**src/rtl/data_bus_arbiter_pkg.sv**
```systemverilog
// Shared types and constants for the two-master data-bus arbiter.
// Region order matches the bit order of the one-hot slave enable {TB,PLIC,RTC,PLUGIN,RAM}.
package data_bus_arbiter_pkg;

  typedef enum logic [2:0] {
    REG_RAM    = 3'd0,
    REG_PLUGIN = 3'd1,
    REG_RTC    = 3'd2,
    REG_PLIC   = 3'd3,
    REG_TB     = 3'd4
  } region_e;

  typedef enum logic [1:0] {
    ARB_IDLE = 2'd0,
    ARB_OWN0 = 2'd1,
    ARB_OWN1 = 2'd2
  } arb_state_e;

  // First address nibble of each region; anything below NIB_PLUGIN is RAM.
  localparam logic [3:0] NIB_PLUGIN = 4'h1;
  localparam logic [3:0] NIB_RTC    = 4'h2;
  localparam logic [3:0] NIB_PLIC   = 4'h3;
  localparam logic [3:0] NIB_TB     = 4'h8;

  function automatic logic [4:0] region_onehot(input region_e region);
    logic [4:0] en;
    case (region)
      REG_RAM:    en = 5'b00001;
      REG_PLUGIN: en = 5'b00010;
      REG_RTC:    en = 5'b00100;
      REG_PLIC:   en = 5'b01000;
      REG_TB:     en = 5'b10000;
      default:    en = 5'b00000;
    endcase
    return en;
  endfunction

endpackage

```
**src/rtl/data_bus_region_decode.sv**
```systemverilog
// Combinational address decode: addr[31:28] -> region and one-hot slave enable.
// The enable stays all-zero unless a grant is being issued this cycle.
module data_bus_region_decode
  import data_bus_arbiter_pkg::*;
(
  input  logic [31:0] addr,
  input  logic        valid,
  output region_e     region,
  output logic [4:0]  en
);

  logic [3:0] nib;

  assign nib = addr[31:28];

  // Nibble range compare, lowest region first
  always_comb begin
    region = REG_TB;
    en     = 5'b00000;
    if (nib < NIB_PLUGIN) begin
      region = REG_RAM;
    end else if (nib < NIB_RTC) begin
      region = REG_PLUGIN;
    end else if (nib < NIB_PLIC) begin
      region = REG_RTC;
    end else if (nib < NIB_TB) begin
      region = REG_PLIC;
    end else begin
      region = REG_TB;
    end
    if (valid) begin
      en = region_onehot(region);
    end else begin
      en = 5'b00000;
    end
  end

endmodule

```
**src/rtl/data_bus_arbiter.sv**
```systemverilog
// Two-master data-bus arbiter: round-robin with bounded atomic lock, same-cycle grant,
// one-cycle read return steered by the registered owner/region, saturating wait counters.
module data_bus_arbiter
  import data_bus_arbiter_pkg::*;
#(
  parameter int LOCK_MAX = 16,
  parameter int WAIT_W   = 16
) (
  input  logic                   clk,
  input  logic                   reset,
  input  logic [1:0]             m_req_i,
  input  logic [1:0]             m_lock_i,
  input  logic [1:0][3:0]        m_we_i,
  input  logic [1:0][31:0]       m_addr_i,
  input  logic [1:0][31:0]       m_wdata_i,
  output logic [1:0]             m_gnt_o,
  output logic [1:0]             m_rvalid_o,
  output logic [31:0]            m_rdata_o,
  output logic                   stall_o,
  output logic [4:0]             s_en_o,
  output logic [3:0]             s_we_o,
  output logic [31:0]            s_addr_o,
  output logic [31:0]            s_wdata_o,
  input  logic [4:0][31:0]       s_rdata_i,
  output logic [1:0][WAIT_W-1:0] wait_cnt_o
);

  localparam int CNT_W = $clog2(LOCK_MAX + 1);

  arb_state_e             state_r, state_s;
  logic                   rr_ptr_r, rr_ptr_s;
  logic [CNT_W-1:0]       lock_cnt_r, lock_cnt_s;
  logic                   own_idx_s;
  logic                   gnt_any_s;
  logic                   win_s;
  logic [1:0]             gnt_int_s;
  region_e                win_region_s;
  logic [4:0]             en_s;
  logic                   rd_pend_r;
  logic                   rd_owner_r;
  region_e                rd_region_r;
  logic [1:0][WAIT_W-1:0] wait_cnt_r;

  assign own_idx_s = (state_r == ARB_OWN1);

  // Arbitration: lock owner keeps the bus while it qualifies, otherwise round-robin
  always_comb begin
    state_s    = state_r;
    rr_ptr_s   = rr_ptr_r;
    lock_cnt_s = lock_cnt_r;
    gnt_any_s  = 1'b0;
    win_s      = 1'b0;
    if ((state_r != ARB_IDLE) && m_req_i[own_idx_s] && m_lock_i[own_idx_s] &&
        (lock_cnt_r < CNT_W'(LOCK_MAX))) begin
      gnt_any_s  = 1'b1;
      win_s      = own_idx_s;
      lock_cnt_s = lock_cnt_r + CNT_W'(1);
    end else begin
      // Lock dropped, owner idle or lock budget spent: fall back to normal arbitration now
      state_s    = ARB_IDLE;
      lock_cnt_s = CNT_W'(0);
      if (m_req_i != 2'b00) begin
        gnt_any_s = 1'b1;
        if (m_req_i == 2'b11) begin
          win_s = rr_ptr_r;
        end else begin
          win_s = m_req_i[1];
        end
        rr_ptr_s = ~win_s;
        if (m_lock_i[win_s]) begin
          state_s    = win_s ? ARB_OWN1 : ARB_OWN0;
          lock_cnt_s = CNT_W'(1);
        end else begin
          state_s = ARB_IDLE;
        end
      end else begin
        gnt_any_s = 1'b0;
      end
    end
  end

  assign gnt_int_s = gnt_any_s ? (win_s ? 2'b10 : 2'b01) : 2'b00;

  data_bus_region_decode u_decode (
    .addr   (m_addr_i[win_s]),
    .valid  (gnt_any_s),
    .region (win_region_s),
    .en     (en_s)
  );

  // Bus-side outputs; reset forces them quiet even while masters keep requesting
  always_comb begin
    m_gnt_o   = 2'b00;
    stall_o   = 1'b0;
    s_en_o    = 5'b00000;
    s_we_o    = 4'h0;
    s_addr_o  = 32'h0000_0000;
    s_wdata_o = 32'h0000_0000;
    if (!reset && gnt_any_s) begin
      m_gnt_o   = gnt_int_s;
      s_en_o    = en_s;
      s_we_o    = m_we_i[win_s];
      s_addr_o  = m_addr_i[win_s];
      s_wdata_o = m_wdata_i[win_s];
    end else begin
      m_gnt_o = 2'b00;
    end
    stall_o = !reset && m_req_i[0] && !m_gnt_o[0];
  end

  // Read return path, steered by the registered owner and region
  always_comb begin
    m_rvalid_o = 2'b00;
    m_rdata_o  = 32'h0000_0000;
    if (rd_pend_r) begin
      m_rvalid_o = rd_owner_r ? 2'b10 : 2'b01;
      m_rdata_o  = s_rdata_i[rd_region_r];
    end else begin
      m_rvalid_o = 2'b00;
    end
  end

  assign wait_cnt_o = wait_cnt_r;

  // Arbiter state, round-robin pointer and lock counter
  always_ff @(posedge clk or posedge reset) begin
    if (reset) begin
      state_r    <= ARB_IDLE;
      rr_ptr_r   <= 1'b0;
      lock_cnt_r <= CNT_W'(0);
    end else begin
      state_r    <= state_s;
      rr_ptr_r   <= rr_ptr_s;
      lock_cnt_r <= lock_cnt_s;
    end
  end

  // Capture {owner, region, is_read} of the granted access
  always_ff @(posedge clk or posedge reset) begin
    if (reset) begin
      rd_pend_r   <= 1'b0;
      rd_owner_r  <= 1'b0;
      rd_region_r <= REG_RAM;
    end else begin
      rd_pend_r <= gnt_any_s && (m_we_i[win_s] == 4'h0);
      if (gnt_any_s) begin
        rd_owner_r  <= win_s;
        rd_region_r <= win_region_s;
      end
    end
  end

  // Saturating wait-cycle counters
  always_ff @(posedge clk or posedge reset) begin
    if (reset) begin
      wait_cnt_r <= '0;
    end else begin
      for (int i = 0; i < 2; i++) begin
        if (m_req_i[i] && !gnt_int_s[i] && (wait_cnt_r[i] != {WAIT_W{1'b1}})) begin
          wait_cnt_r[i] <= wait_cnt_r[i] + WAIT_W'(1);
        end
      end
    end
  end

endmodule

```
**config.mk**
```make
export PLATFORM = sky130hd
export DESIGN_NAME = data_bus_arbiter
export DESIGN_NICKNAME = d
export VERILOG_FILES = /design/src/rtl/data_bus_arbiter_pkg.sv /design/src/rtl/data_bus_region_decode.sv /design/src/rtl/data_bus_arbiter.sv
export SDC_FILE = /design/constraint.sdc
export NUM_CORES = 1
export LEC_CHECK = 0
export ABC_CLOCK_PERIOD_IN_PS = 4100
export CAP_MARGIN = 20
export CORE_AREA = 2 2 175 177
export CTS_BUF_LIST = sky130_fd_sc_hd__clkbuf_16
export CTS_CLUSTER_SIZE = 28
export DETAILED_ROUTE_END_ITERATION = 8
export DIE_AREA = 0 0 177 179
export PLACE_DENSITY = 0.47
export SLEW_MARGIN = 10
export SYNTH_ARGS = -nofsm -noshare
export SYNTH_HDL_FRONTEND = slang
export SYNTH_SLANG_ARGS = --single-unit
```
**constraint.sdc**
```tcl
create_clock -name clk -period 4.1 [get_ports clk]
set_clock_uncertainty 0.1 [all_clocks]
set_input_delay 0.615 -clock clk [delete_from_list [all_inputs] [get_ports clk]]
set_output_delay 0.615 -clock clk [all_outputs]
set_load 0.005 [all_outputs]
```
==> out/metrics.cfg, run 1 <==
[clock_tree]
clkLatencyLatePin_ns = 0.29
post_cts_buffers = 0
numCtsBuffers = 5
cts_resized = 0
cts_hold_buf = 0
clk_path_buf_depth = 2
htreeDepth = 2
cts.clk_slew.worst_paths_ns = 0.07
cts_tree = built
ctsRootBufferMaster = clkbuf_16
cts.sinks = 45

[placed_design]
place_congestion = 0.815
io_buffers = 443
hpwlAfterDp_mm = 23.6

[floorplan]
die-height_um = 179
initial_core_util_pct = 16.3
rows = 64
core_sq_um = 30000
io_pins = 444
dieWidth_um = 177
die_area_sq_um = 31700

[synthesis]
synthCells = 597
avgSynthCellArea_sq_um = 8.19
yosys_warnings = 0
ys_ff_latch = 45
syn-cell-area_sq_um = 4890
synthesis.nets = 902
yosys.area.top_type = dfrtp_1
ys_types = 56
synth_area_leaders = dfrtp_1 23%, mux4_2 15%, nand3_1 8.2%
synth_top_area_share_pct = 23.0
synth_edf_count = 0
yosysSeqAreaShare_pct = 23.0
synth_ff_type = dfrtp_1
async_reset_ff_share_pct = 100

[global_routing]
antenna_found_initial = 10
grt_first_pass_wirelength_mm = 40.6
grt_max_degree = 73
grt_overflow_total = 0
grtUsageTotal_pct = 16.9
grt_pass1_vias = 6304

[cells_and_area]
post_route_cells_drive_above_1_share_pct = 8.43
final_common_cell = clkdlybuf4s50_1
layout_common_cells = 442 x clkdlybuf4s50_1, 80 x nand3_1, 74 x a21oi_1
nFillCells = 3149
areaGrowthSynthToFinish_pct = 104
layout.nets = 1312

[timing]
worst_pin_slew_ns = 0.971
drv_slew = 0
fin_tns_setup_ns = 0
post-route-period-util_pct = 95.4
rsz0062_at_grt = false
slew_headroom_pct = 35.3
whs_ns = 0.392
period_needed_ns = 3.91
fmax_ghz = 0.256
setup_viol_count_final = 0
hold_viol = 0

[routing]
ant_nets = 0
vias = 6438
drt_first_pass_iters = 6
wirelength_mm = 29.3
drc_errors = 0
viasPerCell = 4.57
wl_per_cell_um = 20.8
drt-initial-drc-count = 311

[pwr]
fin_total_pwr_mw = 2.32
p_seq_share_pct = 25.9
netSwitchingFraction_pct = 34.0
ir_drop_mv = 0.188
combPwrFrac_pct = 53.5
power_switching_mw = 0.791
leakage_nw = 3.59
p_per_area_nw_per_um2 = 233
p_int_mw = 1.53
power_frac_clock_pct = 20.6

[hold_path]
min_path_cells = 1
worst_hold_path.endpoint = wait_cnt_o[24]
hold_start = wait_cnt_o[24]
min_path_type = flop to flop

[setup_path]
cp_slowest_stage_delay_ns = 0.58
required_ns = 3.38
cp_slowest_cell = clkdlybuf4s50_1
crit_chain = clkdlybuf4s50_1, and3b_1, nor2_2, o21ai_4, buf_4, nand3_1, a21oi_1, clkdlybuf4s50_1
r2r-start = lock_cnt_r[4]
end_kind = output port
path_common_cell = clkdlybuf4s50_1
crit_path_max_fanout = 19
crit_path_start_kind = input pin
reg2reg_slack_ns = 2.07
cp_data_arrival_time_ns = 3.20
reg2reg_depth = 6
critPathKind = input pin to output port
r2r_end = wait_cnt_o[30]

[outcome]
status = complete, no violations

[flow_run]
max_cap_viol_count = 0

worst max path at each step:
stage,from,slack (ns),to
after floorplan,reset,0.78,s_en_o[2]
after detailed placement,m_lock_i[1],0.22,s_addr_o[6]
final,m_lock_i[1],0.19,s_addr_o[16]
after CTS,m_lock_i[1],0.21,s_addr_o[6]
after global placement,m_lock_i[1],0.22,s_addr_o[6]
after global routing,m_lock_i[1],0.04,s_wdata_o[3]
sequential cells by signal (all words and copies together), names as in the netlist:
register	count
rd_region_r	3
rr_ptr_r	1
wait_cnt_o	32
rd_owner_r	1
rd_pend_r	1
state_r	2
lock_cnt_r	5
cells by family after synthesis:
kind of cell	synth area share [%]
simple gates	24.9
compound gates	24.2
buf+inv	5.78
flops	23.0
mux	15.9
xor+xnor	5.37
fa+ha+maj	0.767
final cells by class:
class / count / area (sq um) / area share [%]
Multi-Input combinational cell: 484 / 3510 / 35.3
Timing Repair Buffer: 462 / 4610 / 46.3
Clock inverter: 3 / 45.0 / 0.452
Clock buffer: 5 / 125 / 1.26
Sequential cell: 45 / 1130 / 11.3
Tap cell: 396 / 495 / 4.98
Inverter: 9 / 33.8 / 0.339
Antenna cell: 4 / 10.0 / 0.101
power by group through the flow:
stage,clock network [mW],registers (mW),logic (mW)
after global placement,0,0.613,1.25
after CTS,0.497,0.604,1.26
final,0.478,0.602,1.24
after global routing,0.520,0.617,1.35
after floorplan,0,0.574,0.575
after detailed placement,0,0.613,1.25
metrics by stage:
step	utilization (%)	cells	instance area, sq um	setup WS (ns)
floorplan	-	597	4890	0.776
global placement	32.6	1396	9780	0.216
detailed placement	32.6	1396	9780	0.217
CTS	33.1	1404	9950	0.205
global route	33.1	1406	9950	0.0393
finish	33.2	1408	9960	0.187
Yosys cell counts (all sizes together) (13+ instances only):
cell     n
buf     30
nor2    24
a22oi   33
nand2   14
clkbuf  29
nand3   80
xnor2   13
dfrtp   45
xor2    17
a21oi   74
mux4    32
o21ai   74
nor2b   33
metal layers:
metal  track usage, %  vias up  wire length, um
li1                 -     3080                -
met1             21.1     3040            11800
met2             28.4      276            14300
met3             5.36       34             2730
met4             3.68        8              486
met5                0        -               40
worst max-delay path: cells and delay by family:
family | cells | cell delay, ns
buffers and inverters | 3 | 1.40
AND/OR/NAND/NOR | 3 | 0.40
AO/OA/AOI/OAI | 2 | 0.78
Note: power is estimated with default switching activity, not from simulation.
==> run 2: changes to the inputs <==
ABC_AREA = 0   (was default)
==> results of run 2 <==
Same layout as run 1: the final DEF is identical, and so are final timing and power.
==> run 3: changes to the inputs <==
ABC_AREA = 1   (was 0)
CORE_AREA = 2 2 173 175   (was 2 2 175 177)
DIE_AREA = 0 0 175 177   (was 0 0 177 179)
PLACE_DENSITY = 0.49   (was 0.47)
SYNTH_HIERARCHICAL = 1   (was default)
==> run 3 against run 2 <==
Global-route usage grew 0.060 points. Wire length shrank 4.3%. Register-to-register slack lost 0.32 ns. Critical endpoint is now s_en_o[0].
==> out/metrics.cfg, run 3 <==
[outcome]
status = complete, no violations

[global_routing]
antenna_found_initial = 1  ; -9
grt_max_degree = 65  ; -11%
grtUsageTotal_pct = 16.9  ; +0.060 points
grt_first_pass_wirelength_mm = 41.4  ; +1.9%
grt_pass1_vias = 7056  ; +12%
grt_overflow_total = 0  ; unchanged

[cells_and_area]
finalNonFillerCells = 1717  ; +22%
layout.nets = 1631  ; +24%
layout_common_cells = 443 x clkdlybuf4s50_1, 306 x nand2_1, 167 x nor2_1
largest_register_ff_count = 32  ; unchanged
post_route_cells_drive_above_1_share_pct = 4.07  ; -4.4 points
final_common_cell = clkdlybuf4s50_1
areaGrowthSynthToFinish_pct = 97.2

[pwr]
leakage_nw = 4.30  ; +20%
p_seq_share_pct = 25.5  ; -0.4 points
combPwrFrac_pct = 56.1  ; +2.6 points
power_frac_clock_pct = 18.4  ; -2.2 points
netSwitchingFraction_pct = 38.0  ; +3.9 points
ir_drop_mv = 0.152  ; -19%
p_int_mw = 1.52  ; -0.60%
fin_total_pwr_mw = 2.45  ; +5.7%
p_per_area_nw_per_um2 = 242  ; +3.9%
power_switching_mw = 0.932  ; +18%

[clock_tree]
numCtsBuffers = 5  ; unchanged
clkLatencyLatePin_ns = 0.29  ; about the same
cts.sinks = 45  ; unchanged
clk_path_buf_depth = 2  ; unchanged
cts_tree = built
cts.clk_slew.worst_paths_ns = 0.06  ; about the same
htreeDepth = 2  ; unchanged
post_cts_buffers = 0  ; unchanged
ctsRootBufferMaster = clkbuf_16

[flow_run]
max_cap_viol_count = 0  ; unchanged

[hold_path]
worst_hold_path.endpoint = rr_ptr_r
min_path_type = flop to flop
hold_start = rr_ptr_r
min_path_cells = 2  ; +1

[setup_path]
path_common_cell = nand2_1
reg2reg_slack_ns = 1.75  ; -0.32 ns
crit_path_max_fanout = 14  ; -5
r2r_end = wait_cnt_o[9]
reg2reg_depth = 11  ; +5
end_kind = output port
crit_chain = clkdlybuf4s50_1, nand2_1, nand2_1, nand3_1, nand2_4, nand2_1, o21ai_1, inv_1, nor2_2, nand3_1, nor2_1, inv_1, nor2_1, clkdlybuf4s50_1
cp_slowest_stage_delay_ns = 0.58  ; about the same
crit_path_start_kind = input pin
cp_data_arrival_time_ns = 3.12  ; -0.08 ns
cp.buffers_inverters = 4  ; +1
critPathKind = input pin to output port
r2r-start = state_r[0]
cpLargestDelayFamily = buffers and inverters
cp_slowest_cell = clkdlybuf4s50_1
required_ns = 3.38  ; about the same

[timing]
hold_viol = 0  ; unchanged
fmax_ghz = 0.261  ; +2.0%
setup_viol_count_final = 0  ; unchanged
slew_headroom_pct = 57.0  ; +22 points
period_needed_ns = 3.83  ; -0.0782 ns
drv_slew = 0  ; unchanged
post-route-period-util_pct = 93.5  ; -1.9 points
rsz0062_at_grt = false
worst_pin_slew_ns = 0.645  ; -0.325 ns
fin_tns_setup_ns = 0  ; unchanged

[placed_design]
io_buffers = 443  ; unchanged
dp.cells = 1709  ; +22%
hpwlAfterDp_mm = 22.5  ; -4.7%
place_congestion = 0.839  ; +2.9%

[routing]
wirelength_mm = 28.1  ; -4.3%
viasPerCell = 4.26  ; -6.7%
ant_nets = 0  ; unchanged
drt_first_pass_iters = 4  ; -2
drc_errors = 0  ; unchanged
wl_per_cell_um = 16.4  ; -21%
drt-initial-drc-count = 403  ; +30%
vias = 7323  ; +14%

[floorplan]
core_sq_um = 29200  ; -2.6%
initial_core_util_pct = 17.6  ; +1.3 points
dieWidth_um = 175  ; -1.1%
rows = 63  ; -1.6%
io_pins = 444  ; unchanged
die_area_sq_um = 31000  ; -2.2%
die-height_um = 177  ; -1.1%

[synthesis]
syn-cell-area_sq_um = 5140  ; +5.0%
synthesis.nets = 1216  ; +35%
yosys_warnings = 6  ; +6
synthCells = 911  ; +53%
avgSynthCellArea_sq_um = 5.64  ; -31%

run 3: power groups by stage:
stage	Sequential (mW)	Clock [mW]	Combinational, mW
2_1_floorplan	0.581	0	0.682
3_3_place_gp	0.637	0	1.38
3_5_place_dp	0.637	0	1.39
4_1_cts	0.629	0.466	1.40
5_1_grt	0.644	0.486	1.53
6_report	0.627	0.451	1.38
run 3: stage by stage:
step	hold WS (ns)	utilization, %	area (sq um)	setup WS (ns)
5_1_grt	0.435	34.6	10100	0.0260
3_5_place_dp	0.375	34.1	9970	0.174
2_1_floorplan	0.353	-	5140	1.33
3_3_place_gp	0.374	34.1	9970	0.187
6_report	0.382	34.6	10100	0.265
4_1_cts	0.390	34.6	10100	0.164
run 3: how the worst max path moves through the flow:
| stage | slack (ns) | cells past startpoint | endpoint | from |
|---|---|---|---|---|
| after detailed placement | 0.17 | 14 | s_en_o[0] | m_lock_i[0] |
| final | 0.27 | 14 | s_en_o[0] | m_req_i[0] |
| after global routing | 0.03 | 14 | s_en_o[0] | m_lock_i[0] |
| after global placement | 0.19 | 14 | s_en_o[0] | m_lock_i[0] |
| after floorplan | 1.33 | 14 | s_en_o[0] | m_lock_i[0] |
| after CTS | 0.16 | 14 | s_en_o[0] | m_lock_i[0] |
run 3: routing by layer:
layer / global-route usage, % / wire length [um] / share of wire [%] / up-vias
met5: 0 / 0 / 0 / -
met4: 2.92 / 331 / 1.2 / 0
met1: 21.3 / 11800 / 42 / 3274
li1: - / - / - / 3749
met3: 4.64 / 2240 / 8.0 / 17
met2: 29.4 / 13700 / 49 / 283
run 3: worst register-to-register path, cell delays in order, from the launching register on:
cell and delay (ns):
dfrtp_1 0.37, inv_1 0.07, nand2_1 0.09, or2_1 0.25, nand3_4 0.09, nand2_4 0.07
nand2_4 0.15, buf_4 0.36, nand2_2 0.32, nand3_4 0.27, nand2_1 0.08, nand2_1 0.06
run 3: cell type report:
| cell class | instances | area, sq um |
|---|---|---|
| clock buffers | 5 | 125 |
| multi-input cells | 724 | 3410 |
| inverters | 85 | 319 |
| fillers | 3203 | 19100 |
| diodes | 1 | 2.50 |
| flip-flops and latches | 45 | 1130 |
| clock inverters | 2 | 35.0 |
| repair buffers | 465 | 4620 |
| well taps | 390 | 488 |
run 3: timing repair:
item	in CTS	in global routing
hold buffers	0	0
setup endpoints to repair	0	2
gates resized for setup	0	1
hold endpoints to repair	0	0
